==> src/rtl/pipelined_cla.sv <==
// Pipelined carry-lookahead add/subtract: one BLK-bit lookahead block per stage, carry handed
// between stages in registers, valid/ready wrapped. Define PCLA_SAT_EN for signed saturation.
module pipelined_cla #(
  parameter int WIDTH = 32,
  parameter int BLK   = 8
) (
  input  logic             clk,
  input  logic             rst,
  input  logic             in_valid,
  output logic             in_ready,
  input  logic [WIDTH-1:0] a,
  input  logic [WIDTH-1:0] b,
  input  logic             c_in,
  input  logic             op,
  output logic             out_valid,
  input  logic             out_ready,
  output logic [WIDTH-1:0] sum,
  output logic             c_out,
  output logic             ovf,
  output logic             zero
);

  localparam int NBLK = WIDTH / BLK;

  typedef struct packed {
    logic [BLK-1:0] s;
    logic           co;
    logic           cm;
  } blk_res_t;

  // Prefix generate/propagate over the block; every carry is G[i:0] | P[i:0] & cin.
  function automatic blk_res_t blk_add(input logic [BLK-1:0] x, input logic [BLK-1:0] y,
                                       input logic ci);
    logic [BLK-1:0] p;
    logic [BLK-1:0] g;
    logic [BLK:0]   c;
    logic           gp;
    logic           pp;
    blk_res_t       r;
    p    = x ^ y;
    g    = x & y;
    gp   = 1'b0;
    pp   = 1'b1;
    c[0] = ci;
    for (int i = 0; i < BLK; i++) begin
      gp     = g[i] | (p[i] & gp);
      pp     = pp & p[i];
      c[i+1] = gp | (pp & ci);
    end
    r.s  = p ^ c[BLK-1:0];
    r.co = c[BLK];
    r.cm = c[BLK-1];
    return r;
  endfunction

  // Stage registers; a_q/b_q hold the skewed (op-adjusted) operands, sum_q the finished slices.
  logic [NBLK-1:0]  vld_q, vld_d;
  logic [NBLK-1:0]  cy_q,  cy_d;
  logic [NBLK-1:0]  z_q,   z_d;
  logic [WIDTH-1:0] sum_q [NBLK];
  logic [WIDTH-1:0] sum_d [NBLK];
  logic [WIDTH-1:0] a_q   [NBLK];
  logic [WIDTH-1:0] a_d   [NBLK];
  logic [WIDTH-1:0] b_q   [NBLK];
  logic [WIDTH-1:0] b_d   [NBLK];
  logic             ovf_q, ovf_d;

  logic [WIDTH-1:0] src_s [NBLK];
  logic [NBLK-1:0]  src_z;
  logic [NBLK-1:0]  src_c;
  logic             msb_c;
  logic             advance;

  assign out_valid = vld_q[NBLK-1];
  assign advance   = !out_valid | out_ready;
  assign in_ready  = advance & !rst;

  always_comb begin
    blk_res_t res;
    // NOTE: every combinational output gets a value on every path before any conditional
    // override, so no latch can be inferred.
    res        = '0;
    msb_c      = 1'b0;
    a_d[0]     = a;
    b_d[0]     = op ? ~b : b;
    src_s[0]   = '0;
    src_z[0]   = 1'b1;
    src_c[0]   = op | c_in;
    vld_d[0]   = in_valid;
    for (int k = 1; k < NBLK; k++) begin
      a_d[k]   = a_q[k-1];
      b_d[k]   = b_q[k-1];
      src_s[k] = sum_q[k-1];
      src_z[k] = z_q[k-1];
      src_c[k] = cy_q[k-1];
      vld_d[k] = vld_q[k-1];
    end
    for (int k = 0; k < NBLK; k++) begin
      res                     = blk_add(a_d[k][k*BLK +: BLK], b_d[k][k*BLK +: BLK], src_c[k]);
      sum_d[k]                = src_s[k];
      sum_d[k][k*BLK +: BLK]  = res.s;
      cy_d[k]                 = res.co;
      z_d[k]                  = src_z[k] & (res.s == '0);
      msb_c                   = res.cm;
    end
    ovf_d = cy_d[NBLK-1] ^ msb_c;
`ifdef PCLA_SAT_EN
    // Overflow implies a and op-adjusted b share a sign, so a's MSB gives the direction.
    if (ovf_d) begin
      sum_d[NBLK-1] = a_d[NBLK-1][WIDTH-1] ? {1'b1, {(WIDTH-1){1'b0}}}
                                           : {1'b0, {(WIDTH-1){1'b1}}};
      z_d[NBLK-1]   = 1'b0;
    end
`endif
  end

  // NOTE: sequential state uses non-blocking assignments so every stage samples the
  // previous stage's old value on the same edge.
  always_ff @(posedge clk) begin
    if (rst) begin
      vld_q <= '0;
      cy_q  <= '0;
      z_q   <= '0;
      ovf_q <= 1'b0;
      // NOTE: the stage data arrays are flops, not RAM, so clearing them on reset is cheap
      // and keeps the output bus at zero until the first result arrives.
      for (int k = 0; k < NBLK; k++) begin
        sum_q[k] <= '0;
        a_q[k]   <= '0;
        b_q[k]   <= '0;
      end
    end else if (advance) begin
      vld_q <= vld_d;
      cy_q  <= cy_d;
      z_q   <= z_d;
      ovf_q <= ovf_d;
      for (int k = 0; k < NBLK; k++) begin
        sum_q[k] <= sum_d[k];
        a_q[k]   <= a_d[k];
        b_q[k]   <= b_d[k];
      end
    end
  end

  assign sum   = sum_q[NBLK-1];
  assign c_out = cy_q[NBLK-1];
  assign zero  = z_q[NBLK-1];
  assign ovf   = ovf_q;

endmodule

==> config.mk <==
export PLATFORM = sky130hd
export DESIGN_NAME = pipelined_cla
export DESIGN_NICKNAME = d
export VERILOG_FILES = /design/src/rtl/pipelined_cla.sv
export SDC_FILE = /design/constraint.sdc
export NUM_CORES = 1
export LEC_CHECK = 0
export ABC_AREA = 0
export BUFFER_PORTS_ARGS = -buffer_cell sky130_fd_sc_hd__buf_2
export CAP_MARGIN = 20
export CORE_ASPECT_RATIO = 0.9
export CORE_MARGIN = 5
export CORE_UTILIZATION = 25
export DETAILED_ROUTE_END_ITERATION = 8
export PLACE_DENSITY_LB_ADDON = 0.25
export SYNTH_ARGS = -nofsm -noshare
export SYNTH_HDL_FRONTEND = slang
export SYNTH_SLANG_ARGS = --single-unit
==> constraint.sdc <==
create_clock -name clk -period 5.3 [get_ports clk]
set_input_delay 0.795 -clock clk [delete_from_list [all_inputs] [get_ports clk]]
set_output_delay 0.795 -clock clk [all_outputs]
set_load 0.01 [all_outputs]
==> metrics.txt <==
# TYPE chip_impl_metric gauge
chip_impl_metric{name="cts.hold.buffers_added",unit=""} 0
chip_impl_metric{name="postLayoutCoreUtil",unit="%"} 30.4
chip_impl_metric{name="filler_cell_count",unit=""} 3370
chip_impl_metric{name="synth-edff-count",unit=""} 176
chip_impl_metric{name="tritoncts_num_sinks",unit=""} 189
chip_impl_metric{name="synthesis.instances",unit=""} 618
chip_impl_metric{name="post-synth-top-area-fraction",unit="%"} 62.8
chip_impl_metric{name="timing_max_transition_violations_final",unit=""} 0
chip_impl_metric{name="timing.critical_path.required",unit="ns"} 4.51
chip_impl_metric{name="port_buffers",unit=""} 106
chip_impl_metric{name="post_route_cells_drive_above_1_share",unit="%"} 20.4
chip_impl_metric{name="track_usage",unit="%"} 8.94
chip_impl_info{name="timing_worst_setup_path_type",value="in -> out"} 1
chip_impl_metric{name="die-width",unit="um"} 203
chip_impl_metric{name="worst_skew_pair.late_latency",unit="ns"} 0.44
chip_impl_metric{name="finalHoldViolations",unit=""} 0
chip_impl_metric{name="initial_standard_cell_utilization_of_the_core",unit="%"} 25.4
chip_impl_metric{name="max_clock_freq",unit="MHz"} 316
chip_impl_metric{name="routed-via-count",unit=""} 4728
chip_impl_metric{name="place_hpwl",unit="um"} 10600
chip_impl_metric{name="grt_start_max_net_pins",unit=""} 103
chip_impl_info{name="hp-class",value="reg -> reg"} 1
chip_impl_metric{name="antenna_found_initial",unit=""} 0
chip_impl_metric{name="floorplan.die_area",unit="mm^2"} 0.0375
chip_impl_metric{name="synth.yosys.warnings",unit=""} 0
chip_impl_metric{name="total_leakage_power",unit="uW"} 0.00424
chip_impl_metric{name="number_of_max_cap_violations",unit=""} 0
chip_impl_info{name="root_buffer",value="sky130_fd_sc_hd__clkbuf_16"} 1
chip_impl_metric{name="crit_path_max_fanout",unit=""} 49
chip_impl_metric{name="num_antenna_cells",unit=""} 0
chip_impl_metric{name="netlist_area",unit="mm^2"} 0.00842
chip_impl_metric{name="syn-num-nets",unit=""} 724
chip_impl_metric{name="final-instance-count-excl-fill",unit=""} 1158
chip_impl_metric{name="netlist-cell-type-count",unit=""} 45
chip_impl_metric{name="drt_pass1_iterations",unit=""} 7
chip_impl_metric{name="cts-htree-levels",unit=""} 4
chip_impl_metric{name="yosys_register_bits",unit=""} 189
chip_impl_metric{name="coreArea",unit="mm^2"} 0.0331
chip_impl_metric{name="cts_buf_count",unit=""} 17
chip_impl_metric{name="layout.cell_area.non_filler",unit="mm^2"} 0.0101
chip_impl_metric{name="fraction_of_synthesized_cell_area_in_xor_and_xnor_cells",unit="%"} 6.45
chip_impl_metric{name="compound_cell_area_share_of_the_yosys_netlist",unit="%"} 4.71
chip_impl_info{name="outcome",value="completed"} 1
chip_impl_info{name="leading_cell_types_by_total_area_after_synthesis",value="sky130_fd_sc_hd__edfxtp_1, sky130_fd_sc_hd__and2_1, sky130_fd_sc_hd__ha_1"} 1
chip_impl_metric{name="starting_drt_drc_count",unit=""} 217
chip_impl_metric{name="ctsLongestPathBuffers",unit=""} 2
chip_impl_metric{name="timing.critical_path.slowest_cell_delay",unit="ns"} 0.50
chip_impl_metric{name="via_count_of_the_first_global_routing_pass",unit=""} 4768
chip_impl_metric{name="worst_slew_margin_rel",unit="%"} 34.7
chip_impl_info{name="cp-startpoint",value="out_ready"} 1
chip_impl_info{name="largest_family_of_logic_cells_by_synthesized_area",value="simple AND/OR/NAND/NOR gates"} 1
chip_impl_metric{name="gp_congestion",unit=""} 0.711
chip_impl_metric{name="clock_skew",unit="ns"} 0.0127
chip_impl_metric{name="nets",unit=""} 830
chip_impl_metric{name="detailed_place.area",unit="mm^2"} 0.00945
chip_impl_metric{name="synth_adder_area_share",unit="%"} 5.70
chip_impl_metric{name="max-vdd-ir-drop",unit="uV"} 213
chip_impl_info{name="worstSetupStartpointType",value="primary input"} 1
chip_impl_metric{name="synth-seq-area-share",unit="%"} 65.8
chip_impl_metric{name="tightestPinTransition",unit="ns"} 0.979
chip_impl_metric{name="synth_simple_gate_area_share",unit="%"} 15.4
chip_impl_metric{name="syn_area_per_cell",unit="um^2"} 13.6
chip_impl_metric{name="worst_setup_hold_path_clk_slew",unit="ns"} 0.06
chip_impl_metric{name="synthArstFlopShare",unit="%"} 0
chip_impl_metric{name="setup-tns-final",unit="ns"} 0
chip_impl_metric{name="setup_ws",unit="ns"} 2.13
chip_impl_metric{name="finalWorstPathRequiredPeriod",unit="ns"} 3.17
chip_impl_info{name="synth_ff_type",value="sky130_fd_sc_hd__edfxtp_1"} 1
chip_impl_metric{name="ios",unit=""} 107
chip_impl_metric{name="synth.area.mux_share",unit="%"} 0.371
chip_impl_metric{name="final_antenna_net_count",unit=""} 0
chip_impl_metric{name="num_rows",unit=""} 63
chip_impl_metric{name="grt_pass1_wl",unit="um"} 26000
chip_impl_metric{name="post-route-period-util",unit="%"} 59.7
chip_impl_metric{name="pre_cts_slack",unit="ns"} 1.92
chip_impl_metric{name="final-setup-viol-count",unit=""} 0
chip_impl_metric{name="viasPerCell",unit=""} 4.08
chip_impl_info{name="critPathTopFamily",value="buffers and inverters"} 1
chip_impl_metric{name="cts.repair.resized",unit=""} 0
chip_impl_metric{name="post_cts_setup_buffers",unit=""} 0
chip_impl_metric{name="avgRoutedWirePerCell",unit="um"} 14.1
chip_impl_info{name="reg2reg_from",value="vld_q[3]$_SDFFE_PP0P_"} 1
chip_impl_metric{name="globalRoute.totalOverflow",unit=""} 0
chip_impl_metric{name="crit_arrival",unit="ns"} 2.37
chip_impl_metric{name="power.density",unit="mW/mm^2"} 344
chip_impl_metric{name="dpl.cell_count",unit=""} 1127
chip_impl_info{name="synth_top_area_cell",value="sky130_fd_sc_hd__edfxtp_1"} 1
chip_impl_info{name="timing.hold.worst.start",value="cy_q[3]$_SDFFE_PP0P_"} 1
chip_impl_metric{name="routed_wire_length",unit="um"} 16300
chip_impl_metric{name="area_growth_syn_to_layout",unit="%"} 19.5
chip_impl_info{name="unrepaired_setup_endpoints_after_global_routing",value="false"} 1
chip_impl_info{name="cpMaxStageDelayCell",value="sky130_fd_sc_hd__clkinv_2"} 1
chip_impl_info{name="timing.critical_path.to_type",value="output pin"} 1
chip_impl_info{name="critical_path.most_common_cell",value="sky130_fd_sc_hd__buf_2"} 1
chip_impl_info{name="tritoncts_clock_tree",value="done"} 1
chip_impl_metric{name="cp_num_buf_inv",unit=""} 5
chip_impl_metric{name="remaining_drc_errors",unit=""} 0
chip_impl_info{name="worstPathCellList",value="buf_2, inv_1, nand2_1, nand2_2, buf_4, clkinv_2, buf_2"} 1
chip_impl_metric{name="chipHeight",unit="um"} 184
-- path summary, 6_finish.rpt --
check	end	slack, ns	cells past startpoint
worst max-delay path	in_ready	2.13	7
worst min-delay path	cy_q[3]$_SDFFE_PP0P_	0.45	2
worst max register to register	z_q[2]$_SDFFE_PP0P_	2.75	9
worst min register to register	cy_q[3]$_SDFFE_PP0P_	0.45	2
-- layer usage --
| layer | global-route usage, % | routed length, um | vias up |
|---|---|---|---|
| met5 | 0 | 0 | - |
| met1 | 12.5 | 8080 | 2251 |
| li1 | - | - | 2387 |
| met3 | 2.99 | 694 | 7 |
| met4 | 2.54 | 136 | 0 |
| met2 | 13.3 | 7390 | 83 |
-- cell usage in the layout, fill, tap and decap left out, types with 4 or more instances in the layout --
master,n
sky130_fd_sc_hd__xor2_1,17
sky130_fd_sc_hd__o21ai_0,12
sky130_fd_sc_hd__clkbuf_16,17
sky130_fd_sc_hd__edfxtp_1,176
sky130_fd_sc_hd__and2_1,134
sky130_fd_sc_hd__buf_2,106
sky130_fd_sc_hd__nor3_1,11
sky130_fd_sc_hd__xnor2_1,45
sky130_fd_sc_hd__bufinv_16,4
sky130_fd_sc_hd__a21o_1,5
sky130_fd_sc_hd__nor2_1,58
sky130_fd_sc_hd__inv_1,5
sky130_fd_sc_hd__dfxtp_1,13
sky130_fd_sc_hd__o21bai_1,5
sky130_fd_sc_hd__nand2_1,16
sky130_fd_sc_hd__inv_6,5
sky130_fd_sc_hd__ha_1,32
sky130_fd_sc_hd__buf_4,5
sky130_fd_sc_hd__a21oi_1,14
sky130_fd_sc_hd__fa_1,4
-- report_power, final --
group	switching, uW	internal (uW)
clock network	583	792
logic	171	150
registers	27.7	1740
total	782	2680
-- worst register-to-register path, delay by kind of cell, from the launching register on --
family	cells	cell delay, ns
buf+inv	3	1.41
simple gates	4	0.39
flops	1	0.33
compound gates	2	0.29
-- flip-flops by register name, indices dropped and copies added, names as in the netlist --
signal,count
sum_q,80
vld_q,4
z_q,4
ovf,1
a_q,48
b_q,48
cy_q,4
-- layout make-up --
| cell class | count | area, um^2 | area share [%] |
|---|---|---|---|
| Tap cell | 422 | 528 | 5.25 |
| Timing Repair Buffer | 112 | 588 | 5.85 |
| Inverter | 7 | 32.5 | 0.323 |
| Sequential cell | 189 | 5550 | 55.1 |
| Multi-Input combinational cell | 397 | 2750 | 27.3 |
| Clock buffer | 18 | 429 | 4.27 |
| Clock inverter | 13 | 186 | 1.85 |
-- cell families (layout without fill, tap and decap cells) --
logic type | Yosys count | in the layout
mux | 3 | 3
buf+inv | 32 | 150
xor+xnor | 62 | 62
fa+ha+maj | 36 | 36
compound gates | 58 | 58
simple gates | 238 | 238
flops | 189 | 189
-- per-stage QoR --
step,total power (uW),hold WS (ns)
floorplan,2020,0.425
global placement,2130,0.433
detailed placement,2130,0.432
CTS,3520,0.454
global route,3630,0.475
finish,3460,0.449
-- synthesized netlist by cell type (all sizes together), types with 3 or more instances --
cell type	number
nor4	3
buf	3
a21oi	15
a211oi	3
xor2	17
and2	134
nand2	17
fa	4
a21o	5
nand4b	3
nor2	58
a22o	3
dfxtp	13
xnor2	45
ha	32
o21bai	5
nand3	3
nor3	11
clkbuf	22
edfxtp	176
inv	6
o21ai	13
(Power assumes the default switching activity.)
